$ cat config.mk
export PLATFORM = sky130hd
export DESIGN_NAME = uart_tx_flat
export DESIGN_NICKNAME = d
export VERILOG_FILES = /design/src/rtl/uart_tx_pkg.sv /design/src/rtl/uart_tx_if.sv /design/src/rtl/uart_baud_gen.sv /design/src/rtl/uart_tx.sv /design/src/flat_wrapper.sv
export SDC_FILE = /design/constraint.sdc
export NUM_CORES = 1
export LEC_CHECK = 0
export ABC_AREA = 1
export BUFFER_PORTS_ARGS = -buffer_cell sky130_fd_sc_hd__buf_2
export CAP_MARGIN = 20
export CORE_UTILIZATION = 40
export CTS_CLUSTER_SIZE = 28
export DETAILED_ROUTE_END_ITERATION = 6
export GPL_ROUTABILITY_DRIVEN = 0
export PLACE_DENSITY_LB_ADDON = 0.3
export SYNTH_ARGS = -nofsm -noshare
export SYNTH_HDL_FRONTEND = slang
export SYNTH_SLANG_ARGS = --single-unit
$ cat constraint.sdc
create_clock -name clk -period 1.95 [get_ports clk]
set_input_delay 0.39 -clock clk [delete_from_list [all_inputs] [get_ports clk]]
set_output_delay 0.39 -clock clk [all_outputs]
set_load 0.1 [all_outputs]
$ cat src/rtl/uart_tx_pkg.sv
// Shared definitions for the UART transmitter: state encoding, parity modes
// and the clocks-per-bit calculation.
package uart_tx_pkg;

  typedef enum logic [2:0] {
    S_IDLE,
    S_START,
    S_DATA,
    S_PARITY,
    S_STOP
  } tx_state_t;

  localparam int PARITY_NONE = 0;
  localparam int PARITY_EVEN = 1;
  localparam int PARITY_ODD  = 2;

  function automatic int calc_baud_div(input int clk_freq, input int baud_rate);
    return clk_freq / baud_rate;
  endfunction

  function automatic logic parity_bit(input logic [7:0] data, input int mode);
    return (mode == PARITY_ODD) ? ~^data : ^data;
  endfunction

endpackage

$ cat src/rtl/uart_tx_if.sv
// Byte handshake and serial line bundle between a byte source and uart_tx.
interface uart_tx_if;
  logic [7:0] tx_data;
  logic       tx_valid;
  logic       tx_ready;
  logic       tx;
  logic       tx_busy;
  logic       tx_done;

  modport master (
    output tx_data, tx_valid,
    input  tx_ready, tx, tx_busy, tx_done
  );

  modport slave (
    input  tx_data, tx_valid,
    output tx_ready, tx, tx_busy, tx_done
  );
endinterface

$ cat src/rtl/uart_baud_gen.sv
// Bit-period timer: bit_tick is high for one cycle every BAUD_DIV clocks;
// clr restarts the period so the first tick lands BAUD_DIV clocks later.
module uart_baud_gen #(
  parameter int BAUD_DIV = 10
) (
  input  logic clk,
  input  logic rst,
  input  logic clr,
  output logic bit_tick
);

  localparam int CNT_W = $clog2(BAUD_DIV * 2);

  logic [CNT_W-1:0] baud_cnt;

  always_ff @(posedge clk) begin
    if (rst || clr) begin
      baud_cnt <= '0;
    end else if (bit_tick) begin
      baud_cnt <= '0;
    end else begin
      baud_cnt <= baud_cnt + CNT_W'(1);
    end
  end

  assign bit_tick = (baud_cnt == CNT_W'(BAUD_DIV - 1));

endmodule

$ cat src/rtl/uart_tx.sv
// UART transmitter: one byte per valid/ready handshake, LSB-first frame with
// optional parity and one or two stop bits; all line/status outputs registered.
module uart_tx
  import uart_tx_pkg::*;
#(
  parameter int CLK_FREQ  = 50000000,
  parameter int BAUD_RATE = 9600,
  parameter int PARITY    = 0,
  parameter int STOP_BITS = 1
) (
  input  logic      clk,
  input  logic      rst,
  uart_tx_if.slave  bus
);

  localparam int BAUD_DIV = calc_baud_div(CLK_FREQ, BAUD_RATE);

  if (BAUD_DIV < 2) begin : g_bad_div
    $error("uart_tx: BAUD_DIV must be at least 2");
  end
  if (PARITY != PARITY_NONE && PARITY != PARITY_EVEN && PARITY != PARITY_ODD) begin : g_bad_parity
    $error("uart_tx: PARITY must be 0, 1 or 2");
  end
  if (STOP_BITS != 1 && STOP_BITS != 2) begin : g_bad_stop
    $error("uart_tx: STOP_BITS must be 1 or 2");
  end

  tx_state_t  state;
  logic [7:0] shift_reg;
  logic [2:0] bit_cnt;
  logic       par;
  logic       line;
  logic       ready;
  logic       busy;
  logic       done;
  logic       accept;
  logic       bit_tick;

  assign accept = bus.tx_valid & ready;

  uart_baud_gen #(.BAUD_DIV(BAUD_DIV)) u_baud_gen (
    .clk      (clk),
    .rst      (rst),
    .clr      (accept),
    .bit_tick (bit_tick)
  );

  always_ff @(posedge clk) begin
    if (rst) begin
      state     <= S_IDLE;
      shift_reg <= '0;
      bit_cnt   <= '0;
      par       <= 1'b0;
      line      <= 1'b1;
      ready     <= 1'b1;
      busy      <= 1'b0;
      done      <= 1'b0;
    end else begin
      done <= 1'b0;
      case (state)
        S_IDLE: begin
          if (accept) begin
            shift_reg <= bus.tx_data;
            par       <= parity_bit(bus.tx_data, PARITY);
            bit_cnt   <= '0;
            line      <= 1'b0;
            ready     <= 1'b0;
            busy      <= 1'b1;
            state     <= S_START;
          end
        end
        S_START: begin
          if (bit_tick) begin
            line  <= shift_reg[0];
            state <= S_DATA;
          end
        end
        S_DATA: begin
          if (bit_tick) begin
            if (bit_cnt == 3'd7) begin
              bit_cnt <= '0;
              if (PARITY != PARITY_NONE) begin
                line  <= par;
                state <= S_PARITY;
              end else begin
                line  <= 1'b1;
                state <= S_STOP;
              end
            end else begin
              bit_cnt   <= bit_cnt + 3'd1;
              line      <= shift_reg[1];
              shift_reg <= {1'b0, shift_reg[7:1]};
            end
          end
        end
        S_PARITY: begin
          if (bit_tick) begin
            line    <= 1'b1;
            bit_cnt <= '0;
            state   <= S_STOP;
          end
        end
        S_STOP: begin
          // bit_cnt counts completed stop-bit periods
          if (bit_tick) begin
            if (bit_cnt == 3'(STOP_BITS - 1)) begin
              bit_cnt <= '0;
              ready   <= 1'b1;
              busy    <= 1'b0;
              done    <= 1'b1;
              state   <= S_IDLE;
            end else begin
              bit_cnt <= bit_cnt + 3'd1;
            end
          end
        end
        default: begin
          line  <= 1'b1;
          ready <= 1'b1;
          busy  <= 1'b0;
          state <= S_IDLE;
        end
      endcase
    end
  end

  assign bus.tx       = line;
  assign bus.tx_ready = ready;
  assign bus.tx_busy  = busy;
  assign bus.tx_done  = done;

endmodule
$ cat src/flat_wrapper.sv
// flat-port wrapper written by rule: the top's interface ports become plain ports
module uart_tx_flat import uart_tx_pkg::*;
#(
  parameter int CLK_FREQ  = 50000000,
  parameter int BAUD_RATE = 9600,
  parameter int PARITY    = 0,
  parameter int STOP_BITS = 1
)
  (clk, rst, bus_tx_data, bus_tx_valid, bus_tx_ready, bus_tx, bus_tx_busy, bus_tx_done);
  uart_tx_if bus_i ();
  input  logic clk;
  input  logic rst;
  input wire logic [$bits(bus_i.tx_data)-1:0] bus_tx_data;
  input wire logic [$bits(bus_i.tx_valid)-1:0] bus_tx_valid;
  output wire logic [$bits(bus_i.tx_ready)-1:0] bus_tx_ready;
  output wire logic [$bits(bus_i.tx)-1:0] bus_tx;
  output wire logic [$bits(bus_i.tx_busy)-1:0] bus_tx_busy;
  output wire logic [$bits(bus_i.tx_done)-1:0] bus_tx_done;
  assign bus_i.tx_data = bus_tx_data;
  assign bus_i.tx_valid = bus_tx_valid;
  assign bus_tx_ready = bus_i.tx_ready;
  assign bus_tx = bus_i.tx;
  assign bus_tx_busy = bus_i.tx_busy;
  assign bus_tx_done = bus_i.tx_done;
  uart_tx #(.CLK_FREQ(CLK_FREQ), .BAUD_RATE(BAUD_RATE), .PARITY(PARITY), .STOP_BITS(STOP_BITS)) u_core (.clk(clk), .rst(rst), .bus(bus_i));
endmodule
==> results by group <==
Status
  – Outcome: finished clean

Place
  – Placed Area: between 1500 and 2000 µm²
  – DP Wirelength: roughly 2600 µm
  – Port bufs: 14

GRT
  – Met2 GRT Util: roughly a quarter
  – M3 GR Usage: 6.41%
  – Initial antenna violation count: 0
  – Busiest grt layer: met2
  – Tot GR Track Use: roughly 17%
  – Global-route wire length before repair: between 5000 and 6000 µm
  – Largest net degree at the start of global routing: 19
  – Via count of the first global-routing pass: ~1,300
  – Global Route met1 Usage: between 20% and 30%
  – Gr ovfl total: 0

Clocking
  – # hold bufs at CTS: 0
  – Post-CTS Resized: 0
  – Sink Count: 32
  – H-tree Lvls: 2
  – Max clock buf depth: 2
  – Root buffer selected by CTS: clkbuf_8
  – CTS tree: built
  – Cts bufs inserted: 5
  – Clock-pin slew on the worst setup and hold paths: about 0.07 ns
  – Setup bufs post-CTS: 0
  – Clk_lat worst skew: 0.29 ns

Floorplanning
  – Initial Utilization: 43.1%
  – Boundary pin count: 15
  – Die Y: 68.8 µm
  – Die width: 68.8 µm
  – Core ar.: 4140 µm²
  – Rows: 23
  – Die area: 4740 µm²

Logic synthesis
  – Mean Syn Cell Area: 6.64 µm²
  – Synth cell count leaders: 74 x nand2_1, 42 x nor2_1, 32 x dfxtp_1
  – Post-Syn Instances: between 200 and 300
  – FFs w/ async S/R, synth: 0%
  – Synthesized area: 1790 µm²
  – FF+latch count, synth: 32
  – Sequential fraction of the synthesis area: between 30% and 40%
  – EDFF count, synth: 0
  – Ys flop type: dfxtp_1
  – Largest cells by area after synthesis: dfxtp_1 36%, nand2_1 16%, nor2_1 8.8%
  – Yosys warnings: 0
  – Count of cell types in the netlist: 29
  – Count leader, synth: nand2_1
  – Top cell type's share of synthesized area: between 30% and 40%
  – Leading area contributor after synthesis: dfxtp_1
  – Synthesized Nets: around 280

Drt
  – DR pass1 iterations: 4
  – Initial detailed-routing violation count: 74
  – DR WL/cell: between 10 and 15 µm
  – DR vias/cell: 4.59
  – Final WL: roughly 3500 µm
  – Antenna Nets Post-Route: 0
  – Number of remaining DRC errors: 0
  – Via count: ~1,600

Timing
  – Slew @ Worst Pin: ~0.5 ns
  – Clock Skew: just over 0.008 ns
  – Final Hold Fails: 0
  – Fmax achieved: approximately 630 MHz
  – RSZ-0062 raised after global routing: false
  – Slew margin rel.: ~67%
  – Hold Worst Slack: ~0.32 ns
  – Min Tclk post-route: 1.58 ns
  – Setup-failing EPs final: 0
  – Final Max Slew Viols: 0
  – Sum Neg Setup Slack: 0 ns
  – Period utilization: around 80%

Critical path
  – CP Capture Type: flip-flop
  – Worst endpoint required time: approximately 2.1 ns
  – CP max FO: 5
  – Critical Setup Path Class: reg -> reg
  – WP data arrival: between 1.5 and 2 ns
  – Type of origin of the critical path: flip-flop

Final layout
  – Layout Nets: 303
  – Share of cells above drive strength 1: between 15 and 20%
  – Final Util: approximately half
  – Ant diodes: 0
  – Design area: between 2000 and 2500 µm²
  – Flip-flop count of the largest register after layout: 14
  – Layout area overhead: 13.8%
  – # fillers: about 440

Pwr
  – P_leak: ~0.98 nW
  – P per Cell Area: roughly 1300 nW/µm²
  – IR drop worst, VDD: around 0.00057 V

Job
  – Max-cap viol count: 0

Worst hold path
  – Tightest Hold Check Type: in -> reg
## cell type report
cell class	count	area [µm²]	area share, %
Clock buffer	7	96.3	4.74
Clock inverter	1	30.0	1.48
Inverter	37	139	6.83
Multi-Input combinational cell	197	987	48.6
Sequential cell	32	641	31.5
Tap cell	50	62.6	3.08
Timing Repair Buffer	15	77.6	3.82
## per-stage QoR
stage               power [mW]  setup WS, ns  std cells
finish                    2.72         0.367        339
global route              2.91         0.189        339
CTS                       2.74         0.358        339
detailed placement        2.03         0.380        331
global placement          2.02         0.434        331
floorplan                 1.87        0.0106        269
## routing by layer
layer / up-vias / routed length (µm) / share of wire (%)
met5: - / 0 / 0
met3: 4 / 119 / 3.4
li1: 873 / - / -
met4: 0 / 55 / 1.6
met2: 18 / 1490 / 42
met1: 662 / 1870 / 53
## final timing paths
path,endpoint,depth (start not counted),start,slack (ns)
worst max-delay path,u_core.u_baud_gen.baud_cnt[10]$_SDFF_PP0_,9,u_core.u_baud_gen.baud_cnt[0]$_SDFF_PP0_,0.37
worst min register to register,u_core.u_baud_gen.baud_cnt[0]$_SDFF_PP0_,1,u_core.u_baud_gen.baud_cnt[0]$_SDFF_PP0_,0.45
worst min-delay path,u_core.shift_reg[0]$_SDFFE_PP0P_,2,rst,0.32
worst max register to register,u_core.u_baud_gen.baud_cnt[10]$_SDFF_PP0_,9,u_core.u_baud_gen.baud_cnt[0]$_SDFF_PP0_,0.37
## cell families after synthesis
logic type | share of synthesized area (%)
DFF | 35.9
adders and majority gates | 2.80
AOI/OAI and AO/OA | 8.33
xor gates and xnor gates | 2.45
and+or+nand+nor | 41.7
buffers and inverters | 8.89
## report_power, final
part	switching (mW)	internal (mW)	total (mW)
clock	0.251	0.451	0.702
sequential	0.0729	0.786	0.859
combinational	0.809	0.347	1.16
total	1.13	1.58	2.72
## critical path, stage by stage (launching register included)
cell and delay [ns]:
dfxtp_1 0.35, ha_1 0.22, nand3_1 0.12, nor2_1 0.17
nand2_1 0.09, nor2_2 0.17, nand3b_1 0.12, xor2_1 0.15
nand2_1 0.05, inv_1 0.03
## placed cells by master, fill, tap and decap left out, drive strengths merged
cell type  netlist  routed
a41oi            1       1
xor2             4       4
nor2            49      49
a21oi           13      13
ha               4       4
inv             36      36
and2             1       1
nand3           20      20
nand4            2       2
nand3b           1       1
nor4             1       1
dfxtp           32      32
xnor2            1       1
nand2           82      82
o21ai           12      12
nor3             6       6
bufinv           0       1
clkinv           1       1
buf              2      15
clkbuf           1       7
(Power assumes the default switching activity.)
